[src/rtl/mem_bus_responder.sv]
// Word-RAM bus responder: one request at a time, fixed wait states, held response handshake.
// Optional `BUS_RESP_ERR_EN: out-of-window addresses return rsp_err=1 instead of aliasing into RAM.
module mem_bus_responder #(
  parameter int ADDR_W      = 32,
  parameter int DATA_W      = 32,
  parameter int DEPTH       = 64,
  parameter int WAIT_CYCLES = 2,
  parameter logic [ADDR_W-1:0] BASE_ADDR = '0
) (
  input  logic              clk,
  input  logic              reset,
  input  logic              req_valid,
  output logic              req_ready,
  input  logic              req_write,
  input  logic [ADDR_W-1:0] req_addr,
  input  logic [DATA_W-1:0] req_wdata,
  output logic              rsp_valid,
  input  logic              rsp_ready,
  output logic [DATA_W-1:0] rsp_rdata,
  output logic              rsp_err
);
  localparam int IDX_W = $clog2(DEPTH);

  // state  | meaning
  // S_IDLE | ready for a request
  // S_WAIT | request latched, counting wait states
  // S_RESP | response presented, waiting for rsp_ready
  typedef enum logic [1:0] {S_IDLE, S_WAIT, S_RESP} state_t;

  state_t state, state_nxt;
  logic [3:0] cnt, cnt_nxt;
  logic accept, enter_resp;

  logic              lat_write, lat_err;
  logic [IDX_W-1:0]  lat_idx;
  logic [DATA_W-1:0] lat_wdata;
  logic [DATA_W-1:0] ram [DEPTH];

  logic [ADDR_W-1:0] offset;
  logic [IDX_W-1:0]  req_idx;
  logic              req_err;

  assign offset  = req_addr - BASE_ADDR;
  assign req_idx = offset[IDX_W+1:2];

`ifdef BUS_RESP_ERR_EN
  // addresses below BASE_ADDR wrap to large offsets and land out of range too
  assign req_err = (offset[ADDR_W-1:IDX_W+2] != '0);
  logic unused_bits;
  assign unused_bits = ^offset[1:0];
`else
  assign req_err = 1'b0;
  logic unused_bits;
  assign unused_bits = ^{offset[ADDR_W-1:IDX_W+2], offset[1:0]};
`endif

  // WAIT always lasts WAIT_CYCLES+1 cycles so the response rises WAIT_CYCLES+1 edges after accept
  always_comb begin
    state_nxt  = state;
    cnt_nxt    = cnt;
    req_ready  = 1'b0;
    accept     = 1'b0;
    enter_resp = 1'b0;
    case (state)
      S_IDLE: begin
        req_ready = 1'b1;
        if (req_valid) begin
          accept    = 1'b1;
          state_nxt = S_WAIT;
          cnt_nxt   = 4'(WAIT_CYCLES);
        end
      end
      S_WAIT: begin
        if (cnt == 4'd0) begin
          state_nxt  = S_RESP;
          enter_resp = 1'b1;
        end else begin
          cnt_nxt = cnt - 1'b1;
        end
      end
      S_RESP: begin
        if (rsp_ready) state_nxt = S_IDLE;
      end
      default: state_nxt = S_IDLE;
    endcase
  end

  always_ff @(posedge clk or negedge reset) begin
    if (!reset) begin
      state     <= S_IDLE;
      cnt       <= '0;
      lat_write <= 1'b0;
      lat_err   <= 1'b0;
      lat_idx   <= '0;
      lat_wdata <= '0;
      rsp_valid <= 1'b0;
      rsp_rdata <= '0;
      rsp_err   <= 1'b0;
    end else begin
      state <= state_nxt;
      cnt   <= cnt_nxt;
      if (accept) begin
        lat_write <= req_write;
        lat_err   <= req_err;
        lat_idx   <= req_idx;
        lat_wdata <= req_wdata;
      end
      if (enter_resp) begin
        rsp_valid <= 1'b1;
        rsp_err   <= lat_err;
        rsp_rdata <= (lat_write || lat_err) ? '0 : ram[lat_idx];
      end else if (state == S_RESP && rsp_ready) begin
        rsp_valid <= 1'b0;
      end
    end
  end

  // RAM is not reset; the write lands on the same edge the response is raised
  always_ff @(posedge clk) begin
    if (enter_resp && lat_write && !lat_err) ram[lat_idx] <= lat_wdata;
  end
endmodule

[config.mk]
export PLATFORM = sky130hd
export DESIGN_NAME = mem_bus_responder
export DESIGN_NICKNAME = d
export VERILOG_FILES = /design/src/rtl/mem_bus_responder.sv
export SDC_FILE = /design/constraint.sdc
export NUM_CORES = 2
export LEC_CHECK = 0
export ABC_CLOCK_PERIOD_IN_PS = 7800
export CORE_MARGIN = 3
export CORE_UTILIZATION = 32
export DETAILED_ROUTE_END_ITERATION = 8
export GPL_TIMING_DRIVEN = 0
export SLEW_MARGIN = 20
export SYNTH_ARGS = -nofsm -noshare
export SYNTH_HDL_FRONTEND = slang
export SYNTH_SLANG_ARGS = --single-unit
[constraint.sdc]
create_clock -name clk -period 7.8 [get_ports clk]
set_clock_uncertainty 0.15 [all_clocks]
set_input_delay 2.34 -clock clk [delete_from_list [all_inputs] [get_ports clk]]
set_output_delay 2.34 -clock clk [all_outputs]
set_load 0.01 [all_outputs]
==> results by stage <==
Status:
- The run finished with clean final reports.

Clocking:
- The number of H-tree levels is 4.
- The number of buffers added for setup after CTS is 0.
- The CTS root buffer is sky130_fd_sc_hd__clkbuf_16.
- At the later pin of the worst-skew pair, clock insertion delay measures between 0.8 and 0.9 ns.
- The clock sink count is 2126.
- In this run, post-CTS repair resized a total of 0 instances.
- After clock tree synthesis, the clock-pin slew on the worst setup and hold paths is roughly 0.07 ns.
- The number of buffers added to fix hold violations after cts is 0.
- The number of buffers added by the clock tree synthesis step is between 150 and 200.
- TritonCTS built the clock tree.
- No sink is reached through more buffers than the 3 on the longest clock path.

Synth:
- The top flip-flop cell by instance count after synthesis is sky130_fd_sc_hd__edfxtp_1.
- The number of enable-type register cells in the synthesized netlist is a little over 2000.
- The number of warnings reported in the yosys synthesis log is 0.
- The adder-cell share of the synthesized area is less than 1%.
- Yosys mapped the design onto 40 distinct sky130hd cell types.
- Averaged over all synthesized cells, the footprint is about 19 um2.
- The count of mapped cells out of synthesis is 4380.
- The number of synthesized register bits is around 2100.
- In this run the cell area of the synthesized design comes to roughly 0.08 mm2.
- The sequential fraction of the synthesis area is between 70% and 80%.
- Counting flops with an async set or reset pin after synthesis yields a share of roughly 3.7%.
- The post-synthesis xor/xnor area fraction is less than 1%.
- The fraction of the mapped netlist area in simple logic gates is ~2.8%.
- The complex-gate fraction of the synthesized area is approximately 4.7%.
- When the netlist entered floorplanning its net count stood at between 4000 and 5000.
- The main combinational cell family by area after synthesis is multiplexers.
- In the synthesized netlist, mux cells make up 12.98% of the area.

Critical path:
- Tracing the worst setup path back leads to its startpoint at state[1].
- Data on the critical path is required at its endpoint by 5.31 ns.
- In this design, the stage delay of the slowest critical-path cell is around 0.58 ns.
- The slack of the worst reg-to-reg path is roughly 3.5 ns.
- The endpoint of the worst-slack reg-to-reg timing path is ram[4][1].
- Together, buffers and inverters on the worst path number 1.
- The critical path startpoint category is a register.
- At the worst endpoint, the arrival time is around 2 ns.
- The worst setup path is captured at an output pin.
- The cell count of the worst reg-to-reg path is 7.
- Along the worst path, the maximum fanout reaches 3.
- The largest individual stage delay along the critical path comes from the cell sky130_fd_sc_hd__clkdlybuf4s50_1.
- The kind of critical path is reg2out.
- Among cell families on the critical path, the largest total delay comes from buffers and inverters.
- Traced cell by cell, the critical path runs through nor2_1 > clkdlybuf4s50_1.
- The startpoint identified for the worst register-to-register timing path is lat_idx[2].

Die:
- In this run the vertical extent of the chip is slightly above 500 um.
- The floorplan has approximately 180 rows.
- The chip width is roughly 510 um.
- The die covers 0.2615 mm2.
- Pin placement for this block handled 104 I/O pins.
- For this configuration, the core starts out at a cell density of between 30% and 40%.
- The core region is between 0.2 and 0.3 mm2.

Worst hold path:
- In this run the most critical hold path is launched from rsp_rdata[31].
- Counting instances, the worst hold path has a depth of 2.
- The worst hold path terminates at rsp_rdata[31].
- The worst min-delay path category is reg2reg.

Timing:
- The final number of setup-violating endpoints is 0.
- In the post-route analysis, the smallest setup slack over all paths is around 3.3 ns.
- The count of pins over their slew limit is 0.
- Subtracting the final worst setup slack from the clock period gives between 4 and 5 ns.
- The transition at the pin with the smallest max-transition slack is roughly 1.2 ns.
- The number of hold violations in the final report is 0.
- Dividing the final minimum period by the clock period gives 57.74%.
- Summed over all failing endpoints, the final setup total negative slack is 0 ns.
- The worst hold margin is 0.3563 ns.
- Derived from the worst setup path, the maximum achievable clock frequency is about 220 MHz.
- Setup repair after global routing left no endpoint under its margin.
- The relative slew slack is a little under a quarter.

Placement:
- The HPWL after detailed placement is around 160 mm.
- The area after detailed placement is roughly 0.090 mm2.
- Routability-driven placement finished with a final weighted congestion of just under 0.9.
- The number of buffers inserted by port buffering is 76.
- In this run, placement finished with an instance count of between 7000 and 8000.
- At the placement stage, the worst setup path has a slack of approximately 3.3 ns.

Flow run:
- Across the run, the number of max-cap violations was 0.

Drt:
- After detailed routing, the average wire length per cell comes to 27.68 um.
- The count of vias placed by the detailed router is 43280.
- Dividing the detail-routed via count by the number of cells gives 5.235.
- The DRC violations left is 0.
- The count of TritonRoute iterations in the first routing pass is 5.
- In this run the remaining antenna-violating nets after routing total 0.
- The detailed router's first-iteration violation count is 5399.
- The total wirelength of the detailed-routed design is about 230 mm.

Global route:
- Summed over all layers, the global routing overflow is 0.
- The first global-routing pass estimated ~320 mm of wire.
- The overall routing resource usage is 17.01%.
- The via count of the first global-routing pass is around 42000.
- Entering global routing, the biggest net connects 65 pins.
- The initial antenna violation count is 14.

Final layout:
- The area added between synthesis and finish is 17.19%.
- Once layout is complete, the utilization of the core stands at 37.89%.
- After routing the design area is approximately 0.096 mm2.
- Cells with a size suffix above 1 make up about 15% of the layout.
- In the final design database the tool counted 4825 nets.
- The finished layout holds a little over 8000 standard cells, fillers aside.

Power and ir drop:
- The final total power is 34.83 mW.
- The static leakage is about 31 nW.
- In this run the power density over the cells is about 360 mW/mm2.
- Across the VDD grid, the largest voltage drop is ~0.47 mV.
[tightest hold or removal path, stage by stage (launching register included)]
cell,delay (ns)
sky130_fd_sc_hd__dfrtp_1,0.35
sky130_fd_sc_hd__nand2_1,0.05
sky130_fd_sc_hd__o21ai_1,0.07
[worst max path at each step]
| stage | cells after the start | endpoint | slack, ns |
|---|---|---|---|
| detailed placement | 7 | ram[39][30] | 3.25 |
| finish | 2 | req_ready | 3.30 |
| global placement | 1 | rsp_rdata[23] | 1.40 |
| CTS | 1 | rsp_rdata[15] | 3.18 |
| floorplan | 7 | ram[13][0] | 4.45 |
| global route | 2 | req_ready | 3.21 |
[cell usage after synthesis (all sizes together) (3+ instances only)]
cell	count	area share [%]
nand3	135	0.83
mux4	108	3.0
nor2b	3	0.023
and3	5	0.038
nor3	4	0.024
nand4	61	0.47
or3b	3	0.032
inv	4	0.018
o22ai	119	0.91
nand2	160	0.73
buf	170	1.4
edfxtp	2048	75
nor2	103	0.47
a221oi	32	0.34
clkbuf	95	0.44
nand2b	4	0.031
a22oi	285	2.6
o21ai	129	0.79
mux2i	817	10
nor3b	3	0.028
dfrtp	78	2.4
[state kept, by name, summed over array words and instances (netlist names)]
register,count
cnt,4
lat_idx,6
lat_wdata,32
lat_write,1
ram,2048
rsp_rdata,32
rsp_valid,1
state,2
[placed cells by master, fill, tap and decap left out, types with 12 or more instances in the layout]
master and count:
sky130_fd_sc_hd__buf_4 83, sky130_fd_sc_hd__bufinv_16 12, sky130_fd_sc_hd__clkinv_1 44, sky130_fd_sc_hd__nor2_4 64, sky130_fd_sc_hd__o21ai_1 52, sky130_fd_sc_hd__nor2_1 39, sky130_fd_sc_hd__clkbuf_16 203, sky130_fd_sc_hd__buf_1 18
sky130_fd_sc_hd__clkinv_2 28, sky130_fd_sc_hd__mux2i_1 817, sky130_fd_sc_hd__buf_12 60, sky130_fd_sc_hd__a221oi_1 32, sky130_fd_sc_hd__dfrtp_1 46, sky130_fd_sc_hd__edfxtp_1 2048, sky130_fd_sc_hd__mux4_2 108, sky130_fd_sc_hd__clkbuf_1 147
sky130_fd_sc_hd__o21ai_0 77, sky130_fd_sc_hd__buf_6 14, sky130_fd_sc_hd__buf_16 40, sky130_fd_sc_hd__nand4_1 61, sky130_fd_sc_hd__a22oi_1 285, sky130_fd_sc_hd__buf_2 53, sky130_fd_sc_hd__nand2_1 160, sky130_fd_sc_hd__clkdlybuf4s50_1 75
sky130_fd_sc_hd__nand3_1 131, sky130_fd_sc_hd__o22ai_1 119, sky130_fd_sc_hd__dfrtp_4 28
[kinds of logic after synthesis]
| kind of cell | count (synthesis) |
|---|---|
| compound gates | 566 |
| mux | 925 |
| other cells | 1 |
| flops | 2126 |
| simple gates | 490 |
| xor+xnor | 2 |
| fa+ha+maj | 1 |
| buf+inv | 269 |
[final cells by class]
class | instances | area [um2]
diodes | 5 | 12.51
plain buffers | 265 | 1544
clock buffers | 263 | 5375
clock inverters | 93 | 793.3
fillers | 22930 | 157000
inverters | 4 | 15.01
multi-input cells | 1985 | 17220
flip-flops and latches | 2126 | 63560
well taps | 3348 | 4189
repair buffers | 178 | 3058
[power breakdown]
group	leakage (nW)	total [mW]	switching (mW)	internal [mW]
clock network	3.02	9.35	4.13	5.22
logic	8.40	10.4	7.03	3.35
registers	19.5	15.1	0.847	14.2
[per-layer routing]
metal  global-route usage, %  vias up  share of wire, %
met5                       0        -             0.012
li1                        -    18500                 -
met1                   23.34    22630                42
met3                   4.032      339               8.8
met4                   6.062        4               3.6
met2                   26.40     1806                46
(Power assumes the default switching activity.)
